--- src/rtl/i2c_pkg.sv ---
// Shared types and encodings for the single-byte I2C master controller.
// bus_drive() maps (state, quarter phase, current bit) to the open-drain pull-downs.
package i2c_pkg;

   typedef enum logic [3:0] {
      IDLE,
      START,
      ADDR,
      ADDR_ACK,
      WRITE,
      WRITE_ACK,
      READ,
      READ_NACK,
      STOP,
      DONE
   } i2c_mst_state_e;

   localparam logic RW_WRITE = 1'b0;
   localparam logic RW_READ  = 1'b1;
   localparam logic I2C_ACK  = 1'b0;
   localparam logic I2C_NACK = 1'b1;

   typedef struct packed {
      logic scl_oe;
      logic sda_oe;
   } i2c_drive_t;

   function automatic i2c_drive_t bus_drive(input i2c_mst_state_e st,
                                            input logic [1:0]     ph,
                                            input logic           tx_bit);
      i2c_drive_t d;
      d.scl_oe = 1'b0;
      d.sda_oe = 1'b0;
      case (st)
         START: begin
            d.sda_oe = (ph != 2'd0);
            d.scl_oe = (ph == 2'd3);
         end
         ADDR, WRITE: begin
            d.scl_oe = (ph == 2'd0) || (ph == 2'd3);
            d.sda_oe = ~tx_bit;
         end
         // Receive phases: SCL keeps toggling, SDA is left to the slave.
         ADDR_ACK, WRITE_ACK, READ, READ_NACK: begin
            d.scl_oe = (ph == 2'd0) || (ph == 2'd3);
         end
         STOP: begin
            d.scl_oe = (ph == 2'd0);
            d.sda_oe = (ph == 2'd0) || (ph == 2'd1);
         end
         default: ;
      endcase
      return d;
   endfunction

endpackage

--- src/rtl/i2c_tick_gen.sv ---
// Quarter-period tick generator: tick every CLK_DIV enabled clocks, with a
// 2-bit phase counter that advances on each tick.
module i2c_tick_gen #(
   parameter int unsigned CLK_DIV = 4
) (
   input  logic       clk,
   input  logic       reset,
   input  logic       en_i,
   input  logic       clr_i,
   output logic       tick_o,
   output logic [1:0] q_o
);

   localparam logic [7:0] CNT_MAX = 8'(CLK_DIV - 1);

   logic [7:0] cnt_q;
   logic [1:0] q_q;

   assign tick_o = en_i && (cnt_q == CNT_MAX);
   assign q_o    = q_q;

   always_ff @(posedge clk) begin
      if (reset || clr_i) begin
         cnt_q <= '0;
         q_q   <= '0;
      end else if (en_i) begin
         if (tick_o) begin
            cnt_q <= '0;
            q_q   <= q_q + 2'd1;
         end else begin
            cnt_q <= cnt_q + 8'd1;
         end
      end
   end

endmodule

--- src/rtl/i2c_master_ctrl.sv ---
// Single-byte I2C master: START, address+R/W, ACK, one data byte, ACK/NACK, STOP.
// Bus pins are open-drain enables; SCL is never sampled (no clock stretching).
module i2c_master_ctrl
   import i2c_pkg::*;
#(
   parameter int unsigned CLK_DIV = 4
) (
   input  logic       clk,
   input  logic       reset,
   input  logic       cmd_valid,
   output logic       cmd_ready,
   input  logic [6:0] cmd_addr,
   input  logic       cmd_rw,
   input  logic [7:0] cmd_wdata,
   output logic       rsp_valid,
   output logic [7:0] rsp_rdata,
   output logic       rsp_nack,
   output logic       busy,
   output logic       i2c_scl_oe,
   output logic       i2c_sda_oe,
   input  logic       i2c_sda_in
);

   i2c_mst_state_e state_q;
   logic [6:0]     addr_q;
   logic           rw_q;
   logic [7:0]     wdata_q;
   logic [2:0]     bit_cnt_q;
   logic           cmd_ready_q;
   logic           busy_q;
   logic           rsp_valid_q;
   logic           rsp_nack_q;
   logic [7:0]     rsp_rdata_q;
   i2c_drive_t     drive_q;
   i2c_drive_t     drive_d;

   logic       tick;
   logic       tick_en;
   logic [1:0] q;
   logic [7:0] tx_byte;
   logic       tx_bit;
   logic       sample;
   logic       bit_end;

   assign tick_en = (state_q != IDLE) && (state_q != DONE);

   i2c_tick_gen #(.CLK_DIV(CLK_DIV)) u_tick_gen (
      .clk    (clk),
      .reset  (reset),
      .en_i   (tick_en),
      .clr_i  (!tick_en),
      .tick_o (tick),
      .q_o    (q)
   );

   assign tx_byte = (state_q == WRITE) ? wdata_q : {addr_q, rw_q};
   assign tx_bit  = tx_byte[3'd7 - bit_cnt_q];
   assign sample  = tick && (q == 2'd2);
   assign bit_end = tick && (q == 2'd3);
   assign drive_d = bus_drive(state_q, q, tx_bit);

   // NOTE: all state, including the pin drivers, updates with non-blocking
   // assignments in one clocked block so the pins are glitch-free flop outputs.
   always_ff @(posedge clk) begin
      if (reset) begin
         state_q     <= IDLE;
         addr_q      <= '0;
         rw_q        <= RW_WRITE;
         wdata_q     <= '0;
         bit_cnt_q   <= '0;
         cmd_ready_q <= 1'b1;
         busy_q      <= 1'b0;
         rsp_valid_q <= 1'b0;
         rsp_nack_q  <= 1'b0;
         rsp_rdata_q <= '0;
         drive_q     <= '0;
      end else begin
         rsp_valid_q <= 1'b0;
         drive_q     <= drive_d;
         case (state_q)
            IDLE: begin
               if (cmd_valid && cmd_ready_q) begin
                  addr_q      <= cmd_addr;
                  rw_q        <= cmd_rw;
                  wdata_q     <= cmd_wdata;
                  rsp_rdata_q <= '0;
                  rsp_nack_q  <= 1'b0;
                  bit_cnt_q   <= '0;
                  cmd_ready_q <= 1'b0;
                  busy_q      <= 1'b1;
                  state_q     <= START;
               end
            end
            START: if (bit_end) state_q <= ADDR;
            ADDR, WRITE: begin
               if (bit_end) begin
                  bit_cnt_q <= bit_cnt_q + 3'd1;
                  if (bit_cnt_q == 3'd7) state_q <= (state_q == ADDR) ? ADDR_ACK : WRITE_ACK;
               end
            end
            ADDR_ACK: begin
               if (sample) rsp_nack_q <= (i2c_sda_in != I2C_ACK);
               if (bit_end) begin
                  if (rsp_nack_q == I2C_NACK) state_q <= STOP;
                  else if (rw_q == RW_READ)   state_q <= READ;
                  else                        state_q <= WRITE;
               end
            end
            WRITE_ACK: begin
               if (sample)  rsp_nack_q <= (i2c_sda_in != I2C_ACK);
               if (bit_end) state_q    <= STOP;
            end
            READ: begin
               if (sample) rsp_rdata_q <= {rsp_rdata_q[6:0], i2c_sda_in};
               if (bit_end) begin
                  bit_cnt_q <= bit_cnt_q + 3'd1;
                  if (bit_cnt_q == 3'd7) state_q <= READ_NACK;
               end
            end
            READ_NACK: if (bit_end) state_q <= STOP;
            STOP:      if (bit_end) state_q <= DONE;
            DONE: begin
               rsp_valid_q <= 1'b1;
               cmd_ready_q <= 1'b1;
               busy_q      <= 1'b0;
               state_q     <= IDLE;
            end
            default: state_q <= IDLE;
         endcase
      end
   end

   assign cmd_ready  = cmd_ready_q;
   assign busy       = busy_q;
   assign rsp_valid  = rsp_valid_q;
   assign rsp_rdata  = rsp_rdata_q;
   assign rsp_nack   = rsp_nack_q;
   assign i2c_scl_oe = drive_q.scl_oe;
   assign i2c_sda_oe = drive_q.sda_oe;

endmodule

--- config.mk ---
export PLATFORM = sky130hd
export DESIGN_NAME = i2c_master_ctrl
export DESIGN_NICKNAME = d
export VERILOG_FILES = /design/src/rtl/i2c_pkg.sv /design/src/rtl/i2c_tick_gen.sv /design/src/rtl/i2c_master_ctrl.sv
export SDC_FILE = /design/constraint.sdc
export NUM_CORES = 1
export LEC_CHECK = 0
export ABC_AREA = 1
export CORE_MARGIN = 1
export CORE_UTILIZATION = 55
export CTS_BUF_LIST = sky130_fd_sc_hd__clkbuf_2 sky130_fd_sc_hd__clkbuf_4 sky130_fd_sc_hd__clkbuf_8
export CTS_CLUSTER_SIZE = 28
export DETAILED_ROUTE_END_ITERATION = 10
export PLACE_DENSITY = 0.9
export SLEW_MARGIN = 0
export SYNTH_ARGS = -nofsm -noshare
export SYNTH_HDL_FRONTEND = slang
export SYNTH_SLANG_ARGS = --single-unit
--- constraint.sdc ---
create_clock -name clk -period 3.2 [get_ports clk]
set_input_delay 0.48 -clock clk [delete_from_list [all_inputs] [get_ports clk]]
set_output_delay 0.48 -clock clk [all_outputs]
set_load 0.005 [all_outputs]
==> flow_summary.ini, run 1 <==
[setup_path]
reg2reg_from = state_q[3]
critPathLaunchType = flop
worstSetupPathType = reg -> reg
path_max_fanout = 17
worstPathCellList = nor2_2, nand2_4, nor3_2, inv_4, o21ai_2, inv_1, a21oi_1, nor2_1
arrival_ns = 1.98
crit_slowest_cell = dfxtp_1
r2r_slack_ns = 1.42
cpPeakStageDelay_ns = 0.43
critPathCaptureType = flop
r2r_end = bit_cnt_q[2]
worstPathRequired_ns = 3.39
worstRegToRegCells = 8

[worst_hold_path]
hold_path.class = reg -> reg
hold_end = u_tick_gen.cnt_q[0]
worstHoldStart = u_tick_gen.cnt_q[0]
whs_path_depth = 1

[synth]
syn-num-nets = 342
synthCells = 315
syn_area_sq_um = 2347
synth_top_area_cell = dfxtp_1
synth-seq-cells = 47
synth_top_cell_area_share_pct = 40.09
ys_warn_count = 0
synth.distinct_cells = 34
synth.avg_cell_area_sq_um = 7.452
synth.area.top_cells = dfxtp_1, nor2_1, nand2_1
seq_area_frac_synth_pct = 40.09

[timing]
report.final.setup_viol = 0
rsz0062_at_grt = no
slew_headroom_pct = 65.05
min_period_ns = 1.783
hold_violations = 0
finalSetupTns_ns = 0
worst_pin_slew_ns = 0.5228
slew_violations = 0
finClkSkew_ns = 0.007983
max_freq_mhz = 560.9
hold_slack_ns = 0.4448
fin_crit_sh_pct = 55.71

[detailed_routing]
post_drt_wl_per_cell_microns = 12.93
wl_microns = 5161
drc = 0
antenna_left = 0
firstDrtPassIters = 6
dr.first_iter.drc_count = 235
vias = 2211
via_per_inst = 5.541

[job]
drv_cap = 0

[pwr]
switchingPower_uw = 736.0
ir_drop_v = 0.0003367
pwr-share-comb_pct = 36.6
pwr-share-seq_pct = 39.9
internal_power_uw = 1189
p_sw_share_pct = 38.24
p_clk_share_pct = 23.5
power_density_nw_per_um2 = 683.7
p_leak_uw = 0.001118

[grt]
antenna_found_initial = 0
first_global_vias = 1920
grt_start_max_net_pins = 21
grt_usage_pct = 25.27
grt_pass1_wl_microns = 8576
grt-ovfl-total = 0

[placed_design]
place_area_sq_um = 2698
dp_hpwl_microns = 3609
portBuffers = 33
gp_congestion = 0.9941

[clocking]
hold_buffers = 0
cts_tree = built
htreeDepth = 2
clk_pin_slew_worst_paths_ns = 0.08
root_buffer = clkbuf_8
clock-sinks = 47
cts_setup_buffers = 0
ctsResizeCount = 0
cts_buffers = 5
clockBufferDepth = 2
clkLatencyLatePin_ns = 0.31

[floorplanning]
rows = 23
die_h_microns = 67.33
io_pins = 34
die_w_microns = 67.33
start_util_pct = 57.85
dieArea_sq_um = 4533
core_area_sq_um = 4058

[finish]
fin_util_pct = 69.38
drive_gt1_share_pct = 12.61
area_growth_pct = 19.94
design_area_sq_um = 2815
nets = 375
num_antenna_cells = 0
num-fill-cells = 326

[status]
status = finished, final reports clean
-- cells in the mapped netlist (all sizes together) --
library cell,number
nor3,6
or2,1
o21a,1
o21ai,29
nand3b,3
buf,8
clkbuf,1
inv,29
nand2,54
nor2,59
nor3b,1
ha,7
a21oi,24
o22ai,2
nand4,8
dfxtp,47
o211ai,1
o31ai,1
nand3,32
a31oi,1
-- metal layers --
layer  share of wire (%)  wire [microns]  track usage (%)
met4                 3.0             157            11.97
met3                 5.0             260            6.081
met1                  44            2287            31.55
met2                  48            2456            40.63
met5                   0               0                0
-- state kept, by name (all words and copies together) (netlist names) --
| signal | flops |
|---|---|
| i2c_sda_oe | 1 |
| u_tick_gen.q_o | 2 |
| bit_cnt_q | 3 |
| rw_q | 1 |
| busy | 1 |
| addr_q | 7 |
| u_tick_gen.cnt_q | 8 |
| rsp_nack | 1 |
| cmd_ready | 1 |
| rsp_rdata | 8 |
| rsp_valid | 1 |
| i2c_scl_oe | 1 |
| state_q | 4 |
| wdata_q | 8 |
-- layout make-up --
class | instances | area (sq um) | share of cell area [%]
clock buffer | 6 | 82.58 | 2.933
clock inverter | 2 | 35.03 | 1.244
inverter | 29 | 111.4 | 3.956
multi-input combinational | 230 | 1237 | 43.96
sequential | 47 | 940.9 | 33.42
tap | 50 | 62.56 | 2.222
timing repair buffer | 35 | 345.3 | 12.27
-- cell usage in the layout, fill, tap and decap left out, drive strengths merged --
cell type,n
clkdlybuf4s50,33
a31oi,1
nor2,59
o22ai,2
ha,7
o21ai,29
o31ai,1
o211ai,1
nand3,32
o21a,1
nand2,54
inv,29
a21oi,24
nor3b,1
dfxtp,47
bufinv,1
nand4,8
or2,1
nor3,6
clkinv,1
nand3b,3
buf,2
clkbuf,6
-- worst max path at each step --
stage | from | end | slack, ns | depth (start not counted)
detailed placement | cmd_valid | state_q[0] | 1.20 | 8
finish | state_q[3] | bit_cnt_q[2] | 1.42 | 8
floorplan | state_q[3] | rsp_nack | 1.72 | 9
CTS | state_q[3] | bit_cnt_q[2] | 1.43 | 8
global route | state_q[3] | bit_cnt_q[2] | 1.27 | 8
global placement | cmd_valid | rsp_rdata[1] | 1.24 | 6
-- logic make-up after synthesis --
family	count (synthesis)	synth area share, %
DFF	47	40.09
buffers and inverters	38	7.196
adders and majority gates	7	3.731
and+or+nand+nor	164	35.08
AOI/OAI and AO/OA	59	13.91
-- power by group through the flow --
stage | sequential, uW | clock, uW | combinational (uW)
finish | 768 | 452 | 705
floorplan | 753 | 0 | 548
CTS | 767 | 456 | 704
global placement | 780 | 0 | 666
detailed placement | 779 | 0 | 695
global route | 784 | 483 | 788
-- through the flow --
stage	instances	setup slack [ns]	power, uW
2_1_floorplan	315	1.722	1301
3_3_place_gp	391	1.241	1446
3_5_place_dp	391	1.197	1473
4_1_cts	399	1.429	1927
5_1_grt	399	1.268	2055
6_report	399	1.417	1925
-- critical path: cells and delay by family, from the launching register on --
| family | cells | cell delay (ns) |
|---|---|---|
| and+or+nand+nor | 4 | 0.79 |
| AOI/OAI and AO/OA | 2 | 0.23 |
| buffers and inverters | 2 | 0.22 |
| DFF | 1 | 0.43 |
Power figures use the tool's default switching activity.
==> run 2: changes to the inputs <==
--- a/config.mk
+++ b/config.mk
@@ -7,11 +7,11 @@
 export LEC_CHECK = 0
 export ABC_AREA = 1
 export CORE_MARGIN = 1
-export CORE_UTILIZATION = 55
+export CORE_UTILIZATION = 51
 export CTS_BUF_LIST = sky130_fd_sc_hd__clkbuf_2 sky130_fd_sc_hd__clkbuf_4 sky130_fd_sc_hd__clkbuf_8
 export CTS_CLUSTER_SIZE = 28
 export DETAILED_ROUTE_END_ITERATION = 10
-export PLACE_DENSITY = 0.9
+export PLACE_DENSITY = 0.88
 export SLEW_MARGIN = 0
 export SYNTH_ARGS = -nofsm -noshare
 export SYNTH_HDL_FRONTEND = slang
==> constraint.sdc (replaced) <==
create_clock -name clk -period 1.55 [get_ports clk]
set_input_delay 0.2325 -clock clk [delete_from_list [all_inputs] [get_ports clk]]
set_output_delay 0.2325 -clock clk [all_outputs]
set_load 0.005 [all_outputs]
==> run 2 against run 1 <==
  * Critical path depth is 2 higher
  * Combinational power grew to 3.0 times the previous value
  * Setup slack worse by 1.4 ns
  * Die area is 7.6% higher
  * Sequential cell count stayed put
  * Critical path type unchanged
  * Clock skew is 0.0041 ns higher
  * Cell area is 15% higher
  * Largest power group is now combinational cells
  * Clock power is 70% higher
==> flow_summary.ini, run 2 (synthesized netlist as in run 1, its figures left out) <==
[status]
status = finished, final reports clean

[placed_design]
portBuffers = 33
place_ws_ns = -0.05590
place_area_sq_um = 2885
gp_congestion = 0.9528
dp_hpwl_microns = 4094

[timing]
hold_violations = 0
finClkSkew_ns = 0.01212
slew_headroom_pct = 67.24
rsz0062_at_grt = yes
fin_crit_sh_pct = 99.65
worst_pin_slew_ns = 0.4908
hold_slack_ns = 0.4728
min_period_ns = 1.545
setup_ws_ns = 0.005380
slew_violations = 0
report.final.setup_viol = 0
max_freq_mhz = 647.4

[detailed_routing]
via_per_inst = 5.534
post_drt_wl_per_cell_microns = 14.45
dr.first_iter.drc_count = 207
firstDrtPassIters = 4
vias = 2385
antenna_left = 0
drc = 0
wl_microns = 6227

[clocking]
htreeDepth = 2
cts_buffers = 5
clkLatencyLatePin_ns = 0.31
clock-sinks = 47
clockBufferDepth = 2
hold_buffers = 0
root_buffer = clkbuf_8
cts_tree = built
clk_pin_slew_worst_paths_ns = 0.09

[setup_path]
worstSetupPathType = reg -> reg
cp_common_cell = nor2_4
critPathLaunchType = flop
crit_slowest_cell = dfxtp_4
critPathCaptureType = flop
cpPeakStageDelay_ns = 0.38
crit_family = simple AND/OR/NAND/NOR gates
r2r_slack_ns = 0.005
worstPathCellList = nor2_4, buf_6, nand3_4, nand2_4, nor2_4, buf_4, o21ai_4, inv_2, a21oi_2, nor2_1
critical_path_buf_inv_count = 3
arrival_ns = 1.74
path_max_fanout = 4
worstPathRequired_ns = 1.74

[pwr]
finalPower_uw = 4493
internal_power_uw = 2688
power_density_nw_per_um2 = 1390
p_sw_share_pct = 40.16
switchingPower_uw = 1804
pwr-share-seq_pct = 35.9
p_leak_uw = 0.001305
p_clk_share_pct = 17.1
ir_drop_v = 0.0008224
pwr-share-comb_pct = 46.9

[worst_hold_path]
hold_path.class = reg -> reg

[finish]
final_common_cell = nor2_1
nets = 405
design_area_sq_um = 3233
mostFrequentLayoutCells = nor2_1, nand2_1, dfxtp_1
area_growth_pct = 37.74
num_antenna_cells = 0
fin_util_pct = 73.74
drive_gt1_share_pct = 27.70

[grt]
antenna_found_initial = 0
grt-ovfl-total = 0
grt_pass1_wl_microns = 9528
grt_usage_pct = 24.46
grt_start_max_net_pins = 21
first_global_vias = 2226

[job]
drv_cap = 0

[floorplanning]
dieArea_sq_um = 4878
core_area_sq_um = 4384
die_h_microns = 69.84
die_w_microns = 69.84
io_pins = 34
rows = 24
start_util_pct = 53.54
==> run 2: changes by cell type in the layout (fill, tap and decap cells not counted), sizes merged <==
cell	delta
buf	+30
bufinv	-1
clkbuf	+1
==> run 2: worst paths after layout <==
kind           startpoint            to  cells past startpoint
max            state_q[2]  bit_cnt_q[2]                     10
min          rsp_rdata[7]  rsp_rdata[7]                      2
max reg2reg    state_q[2]  bit_cnt_q[2]                     10
min reg2reg  rsp_rdata[7]  rsp_rdata[7]                      2
==> run 2: repair_timing <==
item                       4_1_cts  5_1_grt
buffers inserted                 0        7
gates resized for setup          7       48
setup endpoints to repair       15       19
pin swaps                        0       15
==> run 2: routing by layer <==
| metal | global-route usage (%) | wire length, microns | vias up |
|---|---|---|---|
| met5 | 0 | 0 | - |
| met4 | 12.44 | 190 | 0 |
| met3 | 5.669 | 281 | 16 |
| met2 | 42.41 | 3180 | 74 |
| met1 | 27.85 | 2575 | 1118 |
| li1 | - | - | 1177 |
==> run 2: cell type report <==
| cell class | count | area, sq um |
|---|---|---|
| Timing Repair Buffer | 65 | 605.6 |
| Clock buffer | 7 | 83.83 |
| Clock inverter | 1 | 5.005 |
| Sequential cell | 47 | 957.2 |
| Inverter | 29 | 116.4 |
| Multi-Input combinational cell | 230 | 1400 |
| Tap cell | 52 | 65.06 |
| Fill cell | 297 | 1151 |
==> run 2: worst register-to-register path, cell delays in order, from the launching register on <==
cell and delay (ns):
dfxtp_4 0.38, nor2_4 0.20, buf_6 0.14, nand3_4 0.07, nand2_4 0.09, nor2_4 0.05
buf_4 0.14, o21ai_4 0.14, inv_2 0.06, a21oi_2 0.11, nor2_1 0.05
==> run 2: power by group through the flow <==
| stage | Combinational [uW] | Clock [uW] | Sequential (uW) |
|---|---|---|---|
| after floorplan | 1130 | 0 | 1550 |
| after global placement | 1700 | 0 | 1600 |
| final | 2110 | 770 | 1610 |
| after global routing | 2300 | 824 | 1630 |
| after CTS | 1810 | 778 | 1590 |
| after detailed placement | 1760 | 0 | 1610 |
==> run 2: metrics by stage <==
stage | instances | setup TNS (ns)
after floorplan | 315 | 0
after global placement | 416 | -0.04494
after detailed placement | 416 | -0.2625
after CTS | 424 | 0
after global routing | 431 | -1.051
final | 431 | 0
==> run 3: changes to the inputs <==
--- a/config.mk
+++ b/config.mk
@@ -7,11 +7,11 @@
 export LEC_CHECK = 0
 export ABC_AREA = 1
 export CORE_MARGIN = 1
-export CORE_UTILIZATION = 51
+export CORE_UTILIZATION = 45
 export CTS_BUF_LIST = sky130_fd_sc_hd__clkbuf_2 sky130_fd_sc_hd__clkbuf_4 sky130_fd_sc_hd__clkbuf_8
 export CTS_CLUSTER_SIZE = 28
 export DETAILED_ROUTE_END_ITERATION = 10
-export PLACE_DENSITY = 0.88
+export PLACE_DENSITY = 0.8
 export SLEW_MARGIN = 0
 export SYNTH_ARGS = -nofsm -noshare
 export SYNTH_HDL_FRONTEND = slang
==> run 3 against run 2 <==
  * Clock skew down 0.0054 ns
  * Routed wire length down 13%
  * Cell area down 2.9%
  * Largest power group unchanged
  * Highest routed layer unchanged
==> flow_summary.ini, run 3 (synthesized netlist as in run 1, its figures left out) <==
[pwr]
internal_power_uw = 2604
p_leak_uw = 0.001261
switchingPower_uw = 1644
power_density_nw_per_um2 = 1353
p_clk_share_pct = 18.6
pwr-share-comb_pct = 43.6
ir_drop_v = 0.0007478
p_sw_share_pct = 38.69
pwr-share-seq_pct = 37.8

[clocking]
htreeDepth = 2
hold_buffers = 0
cts_tree = built
clkLatencyLatePin_ns = 0.30
clockBufferDepth = 2
cts_buffers = 5
root_buffer = clkbuf_8
clk_pin_slew_worst_paths_ns = 0.08
clock-sinks = 47

[timing]
min_period_ns = 1.498
slew_violations = 0
hold_violations = 0
rsz0062_at_grt = yes
fin_crit_sh_pct = 96.67
max_freq_mhz = 667.4
finClkSkew_ns = 0.006716
finalSetupTns_ns = 0
slew_headroom_pct = 66.96
setup_ws_ns = 0.05162
worst_pin_slew_ns = 0.4951
report.final.setup_viol = 0
hold_slack_ns = 0.4734

[setup_path]
crit_slowest_cell = dfxtp_2
critPathCaptureType = flop
cpPeakStageDelay_ns = 0.36
worstPathCellList = ha_4, nand3_2, nor2_2, inv_2, nor2_4, nand2_4, o21ai_4, inv_2, a21oi_2, nor2_1
worstRegToRegCells = 10
worstSetupPathType = reg -> reg
path_max_fanout = 3
worstPathRequired_ns = 1.74
critPathLaunchType = flop
arrival_ns = 1.69
cp_common_cell = inv_2

[floorplanning]
io_pins = 34
core_area_sq_um = 4880
dieArea_sq_um = 5509
start_util_pct = 48.10
rows = 25
die_h_microns = 74.22
die_w_microns = 74.22

[worst_hold_path]
whs_path_depth = 1
hold_path.class = reg -> reg

[placed_design]
place_ws_ns = -0.01967
portBuffers = 33
dp_hpwl_microns = 3880
dp_cells = 431
gp_congestion = 0.8993

[detailed_routing]
antenna_left = 0
vias = 2278
firstDrtPassIters = 4
drc = 0
dr.first_iter.drc_count = 99
wl_microns = 5419
via_per_inst = 5.166
post_drt_wl_per_cell_microns = 12.29

[finish]
drive_gt1_share_pct = 25.13
nets = 400
final_common_cell = nor2_1
num_antenna_cells = 0
mostFrequentLayoutCells = nor2_1, nand2_1, dfxtp_1
area_growth_pct = 33.74
stdcell_count = 441

[status]
status = finished, final reports clean

[grt]
grt_start_max_net_pins = 21
first_global_vias = 2141
grt_pass1_wl_microns = 9025
antenna_found_initial = 0
grt_usage_pct = 20.94
grt-ovfl-total = 0

[job]
drv_cap = 0
[run 3: routing by layer]
metal	vias up	GRT usage, %	share of wire [%]
li1	1161	-	-
met4	0	7.338	1.5
met1	1063	26.14	45
met2	45	35.96	50
met5	-	0	0
met3	9	4.201	3.5
[run 3: worst paths after layout]
kind / from / end / slack [ns]
max: u_tick_gen.cnt_q[1] / bit_cnt_q[2] / 0.05
max reg2reg: u_tick_gen.cnt_q[1] / bit_cnt_q[2] / 0.05
min: busy / busy / 0.47
min reg2reg: busy / busy / 0.47
[run 3: layout make-up]
class | count | area [sq um]
Timing Repair Buffer | 60 | 561.8
Fill cell | 445 | 1740
Inverter | 29 | 113.9
Clock inverter | 1 | 8.758
Tap cell | 67 | 83.83
Clock buffer | 7 | 90.09
Sequential cell | 47 | 955.9
Multi-Input combinational cell | 230 | 1325
[run 3: repair_timing]
item                       in CTS  in global routing
pin swaps                       0                 10
buffers inserted                0                  2
setup endpoints to repair       2                 24
gates resized for setup         2                 33
[run 3: worst max-delay path, delay by kind of cell (launching register included)]
family	cells	cell delay (ns)
buf+inv	2	0.12
compound gates	2	0.28
flops	1	0.36
fa+ha+maj	1	0.14
simple gates	5	0.50
[run 3: stage by stage]
step           area, sq um  util, %  total power [uW]
2_1_floorplan         2347        -              2686
3_3_place_gp          2917    59.77              3269
3_5_place_dp          2917    59.77              3303
4_1_cts               3022    61.92              4114
5_1_grt               3139    64.33              4532
6_report              3139    64.33              4248
[run 3: power groups by stage]
stage / sequential (uW) / clock (uW) / combinational [uW]
after floorplan: 1550 / 0 / 1130
after global placement: 1600 / 0 / 1660
after detailed placement: 1610 / 0 / 1700
after CTS: 1590 / 811 / 1720
after global routing: 1630 / 849 / 2050
final: 1610 / 790 / 1850
==> variant 1: new RTL, config.mk and constraints of run 2 <==
Reset style: asynchronous (`reset`), changed in one clocked block.
--- a/src/rtl/i2c_master_ctrl.sv
+++ b/src/rtl/i2c_master_ctrl.sv
@@ -61,7 +61,7 @@
 
    // NOTE: all state, including the pin drivers, updates with non-blocking
    // assignments in one clocked block so the pins are glitch-free flop outputs.
-   always_ff @(posedge clk) begin
+   always_ff @(posedge clk or posedge reset) begin
       if (reset) begin
          state_q     <= IDLE;
          addr_q      <= '0;
Check against the original RTL: differs if reset is asserted again (counterexample within 4 cycles, from zero or initial values and one cycle with reset high); with reset held inactive, the same outputs for 10 cycles.
==> variant 1 against run 2 <==
- the flow now finishes with violations (negative setup slack)
- area after synthesis is 0.43% higher
- first-iteration DRC count is 16% higher
- routed wire length is 11% lower
- total power is 18% higher
- cell area is 3.2% lower
- worst setup slack worse by 0.0056 ns
- sequential cell count stayed put
- critical path type unchanged
- critical endpoint is now bit_cnt_q[1]$_DFFE_PP0P_
==> variant 1: results (changes against run 2) <==
<table>
<tr><th>Metric</th><th>Value</th></tr>
<tr><th colspan="2">Status</th></tr>
<tr><td>Status</td><td>finished with violations</td></tr>
<tr><td>Violated checks</td><td>negative setup slack</td></tr>
<tr><th colspan="2">Timing</th></tr>
<tr><td>Final-report setup violation count</td><td>2 (+2)</td></tr>
<tr><td>Worst-margin pin slew</td><td>0.343 ns (-0.148 ns)</td></tr>
<tr><td>Fin worst setup slack</td><td>-0.000257 ns (-0.00564 ns)</td></tr>
<tr><td>Post-Route Setup TNS</td><td>-0.000437 ns (-0.000437 ns)</td></tr>
<tr><th colspan="2">Route</th></tr>
<tr><td>Number of optimization iterations in the first detailed-route pass</td><td>5 (+1)</td></tr>
<tr><td>Per-cell routed wire length</td><td>13.3 µm (-7.8%)</td></tr>
<tr><td>Routed via count divided by cell count</td><td>5.27 (-4.8%)</td></tr>
<tr><th colspan="2">CTS</th></tr>
<tr><td>Count of buffers added by post-CTS timing repair for setup</td><td>1 (+1)</td></tr>
<tr><th colspan="2">Logic synthesis</th></tr>
<tr><td>Sequential share of the synthesized area</td><td>47.8% (+7.7 points)</td></tr>
<tr><td>Syn Nets</td><td>328 (-4.1%)</td></tr>
<tr><td>Most area-consuming cells after synthesis</td><td>dfrtp_1, nand2_1, dfxtp_1</td></tr>
<tr><td>Asr flop ratio synth</td><td>78.7% (+79 points)</td></tr>
<tr><th colspan="2">Cells and area</th></tr>
<tr><td>Total number of nets in the final design</td><td>389 (-4.0%)</td></tr>
<tr><td># fillers</td><td>313 (+5.4%)</td></tr>
<tr><th colspan="2">Power and ir drop</th></tr>
<tr><td>Max IR drop VDD</td><td>1000 µV (+22%)</td></tr>
<tr><td>Leakage power summed over all cells</td><td>1.47 nW (+12%)</td></tr>
<tr><th colspan="2">Placement</th></tr>
<tr><td>Dpl cells</td><td>402 (-3.4%)</td></tr>
<tr><td>Placer congestion estimate</td><td>0.879 (-7.8%)</td></tr>
<tr><th colspan="2">GRT</th></tr>
<tr><td>Overall fraction of global-route tracks in use</td><td>23.1% (-1.4 points)</td></tr>
<tr><td>Vias in the first global route</td><td>2150 (-3.4%)</td></tr>
<tr><td>Largest net degree at the start of global routing</td><td>38 (+81%)</td></tr>
<tr><td>Global-route wire length before repair</td><td>9.07 mm (-4.8%)</td></tr>
<tr><th colspan="2">Setup path</th></tr>
<tr><td>Highest net fanout along the worst path</td><td>5 (+1)</td></tr>
<tr><td>Delay of the slowest cell on the worst path</td><td>0.44 ns (+0.06 ns)</td></tr>
<tr><td>Worst setup path endpoint</td><td>bit_cnt_q[1]$_DFFE_PP0P_</td></tr>
<tr><td>Slowest stage cell on the critical path</td><td>dfrtp_1</td></tr>
</table>
==> variant 1: changes by cell type after synthesis, sizes merged, moves of 4 or more <==
cell   before  now
a21oi      24    8
buf         8    4
dfrtp       0   36
dfxtp      47   10
inv        29   44
nand2      54   89
nand4       8    1
nor2       59   19
o21ai      29   34
==> variant 1: worst register-to-register path, cell delays in order, from the launching register on <==
cell     delay (ns)
dfrtp_1        0.44
nor2_2         0.25
nand2_4        0.14
nand2_4        0.10
inv_2          0.05
nand3_1        0.11
inv_1          0.09
buf_4          0.14
nand3_1        0.06
o21ai_1        0.06
==> variant 1: final cells by class <==
type	instances	share of cell area, %
clock buffer	8	3.32
inverter	45	5.40
multi-input combinational	204	35.3
sequential	47	36.2
tap	52	2.08
timing repair buffer	59	17.7
==> variant 1: cells by family after synthesis <==
kind of cell / synth area share, %
adder cells (fa/ha/maj): 3.72
flip-flops: 47.8
AND/OR/NAND/NOR: 28.8
buffers and inverters: 8.44
XOR/XNOR: 0.743
AO/OA/AOI/OAI: 10.5
==> variant 1: layer usage <==
metal | routed length [µm] | part of all wire [%] | track usage [%]
met3 | 247 | 4.5 | 5.63
met5 | 0 | 0 | 0
met1 | 2470 | 45 | 27.9
met2 | 2660 | 48 | 38.9
met4 | 158 | 2.9 | 10.4
==> variant 1: worst min-delay path by stage <==
| stage | start | endpoint | cells after the start |
|---|---|---|---|
| after floorplan | i2c_sda_in | rsp_rdata[0]$_DFFE_PP0P_ | 2 |
| after global placement | rsp_rdata[7]$_DFFE_PP0P_ | rsp_rdata[7]$_DFFE_PP0P_ | 2 |
| after detailed placement | rsp_rdata[7]$_DFFE_PP0P_ | rsp_rdata[7]$_DFFE_PP0P_ | 2 |
| after CTS | reset | bit_cnt_q[2]$_DFFE_PP0P_ | 3 |
| after global routing | reset | bit_cnt_q[2]$_DFFE_PP0P_ | 3 |
| final | reset | rsp_rdata[1]$_DFFE_PP0P_ | 3 |
==> variant 1: per-stage QoR <==
step / hold slack, ns / area [µm²] / setup WS [ns]
6_report: 0.324 / 3130 / -0.000257
5_1_grt: 0.350 / 3130 / -0.126
4_1_cts: 0.338 / 3020 / 0.00352
3_5_place_dp: 0.460 / 2910 / -0.0779
3_3_place_gp: 0.457 / 2910 / 0.0117
2_1_floorplan: 0.349 / 2360 / 0.0489
==> variant 1: power by group through the flow <==
stage	Combinational, mW	Sequential [mW]	Clock (mW)
floorplan	1.46	1.80	0
global placement	2.18	1.84	0
detailed placement	2.27	1.85	0
CTS	2.32	1.82	0.832
global route	2.92	1.88	0.884
finish	2.63	1.84	0.836
==> variant 2: new RTL, settings of run 2 <==
Without the edit above. The 10 states of `i2c_mst_state_e` get a one-hot encoding in 10 bits.
--- a/src/rtl/i2c_pkg.sv
+++ b/src/rtl/i2c_pkg.sv
@@ -2,17 +2,17 @@
 // bus_drive() maps (state, quarter phase, current bit) to the open-drain pull-downs.
 package i2c_pkg;
 
-   typedef enum logic [3:0] {
-      IDLE,
-      START,
-      ADDR,
-      ADDR_ACK,
-      WRITE,
-      WRITE_ACK,
-      READ,
-      READ_NACK,
-      STOP,
-      DONE
+   typedef enum logic [9:0] {
+      IDLE      = 10'b0000000001,
+      START     = 10'b0000000010,
+      ADDR      = 10'b0000000100,
+      ADDR_ACK  = 10'b0000001000,
+      WRITE     = 10'b0000010000,
+      WRITE_ACK = 10'b0000100000,
+      READ      = 10'b0001000000,
+      READ_NACK = 10'b0010000000,
+      STOP      = 10'b0100000000,
+      DONE      = 10'b1000000000
    } i2c_mst_state_e;
 
    localparam logic RW_WRITE = 1'b0;
Formal check against the unedited RTL: same outputs for any inputs over 10 cycles, from zero or initial values and one cycle with reset high; not proved beyond that.
==> variant 2 against run 2 <==
- the run now ends with negative setup slack left
- area after synthesis grew 22%
- utilization rose by 9.5 points
- worst setup slack got worse by 0.33 ns
- critical path depth decreased by 1
- cell area increased by 35%
- routed wire length is 64% higher
- first-iteration DRC count grew 34%
- synthesized cell count is 20% higher
- clock skew shrank 0.0072 ns
- sequential cell count increased by 6
Power is not compared: it rests on default switching activity, and its combinational part moved more than twofold at a synthesized area within 25%.
==> variant 2: results (changes against run 2) <==
<table>
<tr><th>Metric</th><th>Value</th></tr>
<tr><th colspan="2">Cells and area</th></tr>
<tr><td>Layout cells sized above 1</td><td>44.7% (+17 points)</td></tr>
<tr><td>Total number of nets in the final design</td><td>500 (+23%)</td></tr>
<tr><td># fillers</td><td>263 (-11%)</td></tr>
<tr><th colspan="2">Timing</th></tr>
<tr><td>Clock skew</td><td>0.00488 ns (-0.00725 ns)</td></tr>
<tr><td>Fin worst setup slack</td><td>-0.324 ns (-0.329 ns)</td></tr>
<tr><td>Worst-margin pin slew</td><td>0.336 ns (-0.154 ns)</td></tr>
<tr><td>Post-Route Setup TNS</td><td>-5.50 ns (-5.50 ns)</td></tr>
<tr><td>Final-report setup violation count</td><td>41 (+41)</td></tr>
<tr><th colspan="2">Route</th></tr>
<tr><td>Routed met2 length</td><td>5.06 mm (+59%)</td></tr>
<tr><td>Per-cell routed wire length</td><td>18.7 µm (+30%)</td></tr>
<tr><td>M1 wire length</td><td>3.88 mm (+51%)</td></tr>
<tr><td>Routed via count divided by cell count</td><td>5.85 (+5.8%)</td></tr>
<tr><th colspan="2">Logic synthesis</th></tr>
<tr><td>Most instantiated cells after synthesis</td><td>nand2_1, dfxtp_1, inv_1, nand3_1, a21oi_1</td></tr>
<tr><td>Sequential share of the synthesized area</td><td>37.2% (-2.9 points)</td></tr>
<tr><th colspan="2">Setup path</th></tr>
<tr><td>Worst setup path endpoint</td><td>addr_q[3]$_SDFFE_PP0P_</td></tr>
<tr><td>Highest net fanout along the worst path</td><td>30 (+26)</td></tr>
<tr><td>Delay of the slowest cell on the worst path</td><td>0.36 ns (-0.02 ns)</td></tr>
<tr><td>FF-to-FF path depth</td><td>9 (-1)</td></tr>
<tr><td>Beginning of the critical path</td><td>state_q[3]$_SDFFE_PP0P_</td></tr>
<tr><td>Crit Reg-Reg Startpoint</td><td>state_q[3]$_SDFFE_PP0P_</td></tr>
<tr><th colspan="2">Status</th></tr>
<tr><td>Violated checks</td><td>negative setup slack</td></tr>
<tr><td>Status</td><td>finished with violations</td></tr>
<tr><th colspan="2">Placement</th></tr>
<tr><td>Placer congestion estimate</td><td>0.864 (-9.3%)</td></tr>
<tr><td>Post-Place Cell Area</td><td>3610 µm² (+25%)</td></tr>
<tr><th colspan="2">GRT</th></tr>
<tr><td>Global-route met3 utilization</td><td>6.31% (+0.64 points)</td></tr>
<tr><td>Vias in the first global route</td><td>2918 (+31%)</td></tr>
<tr><td>Global-route wire length before repair</td><td>13.3 mm (+39%)</td></tr>
<tr><td>Largest net degree at the start of global routing</td><td>31 (+48%)</td></tr>
</table>
## variant 2: cell types whose count changed after synthesis, sizes merged, moves of 5 or more
cell           run 2  this run
nor2              59        43
a21oi             24        35
nand3             32        46
dfxtp             47        53
clkbuf             1         6
inv               29        54
o21ai             29        34
nand2             54        74
buf                8         3
## variant 2: cell families after synthesis
family          after synthesis  share of synthesized area (%)
compound gates               72                           15.4
fa+ha+maj                     7                           3.07
xor+xnor                      2                          0.614
flops                        53                           37.2
simple gates                181                           34.6
buf+inv                      64                           9.17
## variant 2: cell type report
type                            instances  area (µm²)  area share (%)
Sequential cell                        53        1090            25.0
Multi-Input combinational cell        263        1910            43.8
Tap cell                               70        87.6            2.01
Timing Repair Buffer                   95         912            20.9
Clock buffer                            5        68.8            1.58
Clock inverter                          3        65.1            1.49
Inverter                               55         228            5.22
## variant 2: per-stage QoR
step,worst slack [ns],std cells,total power [mW],hold slack [ns]
2_1_floorplan,-0.0262,379,4.92,0.311
3_3_place_gp,-0.112,511,6.15,0.441
3_5_place_dp,-0.147,511,6.31,0.442
4_1_cts,-0.101,535,8.20,0.456
5_1_grt,-0.370,544,9.71,0.491
6_report,-0.324,544,9.30,0.470
## variant 2: what timing repair did
item,in CTS,in global routing
buffers inserted,13,9
gates resized for setup,53,60
gates cloned,3,0
setup endpoints to repair,41,49
pin swaps,23,25
## variant 2: where the power goes
part           leakage [nW]  switching (mW)  total [mW]  internal [mW]
Clock                0.0681           0.480        1.12          0.642
Combinational          1.35            3.41        6.01           2.60
Sequential            0.440           0.364        2.18           1.81
Total                  1.86            4.25        9.30           5.05
## variant 2: critical path: cells and delay by family, from the launching register on
family / cells / cell delay [ns]
DFF: 1 / 0.36
and+or+nand+nor: 5 / 0.71
AOI/OAI and AO/OA: 2 / 0.41
buffers and inverters: 2 / 0.26
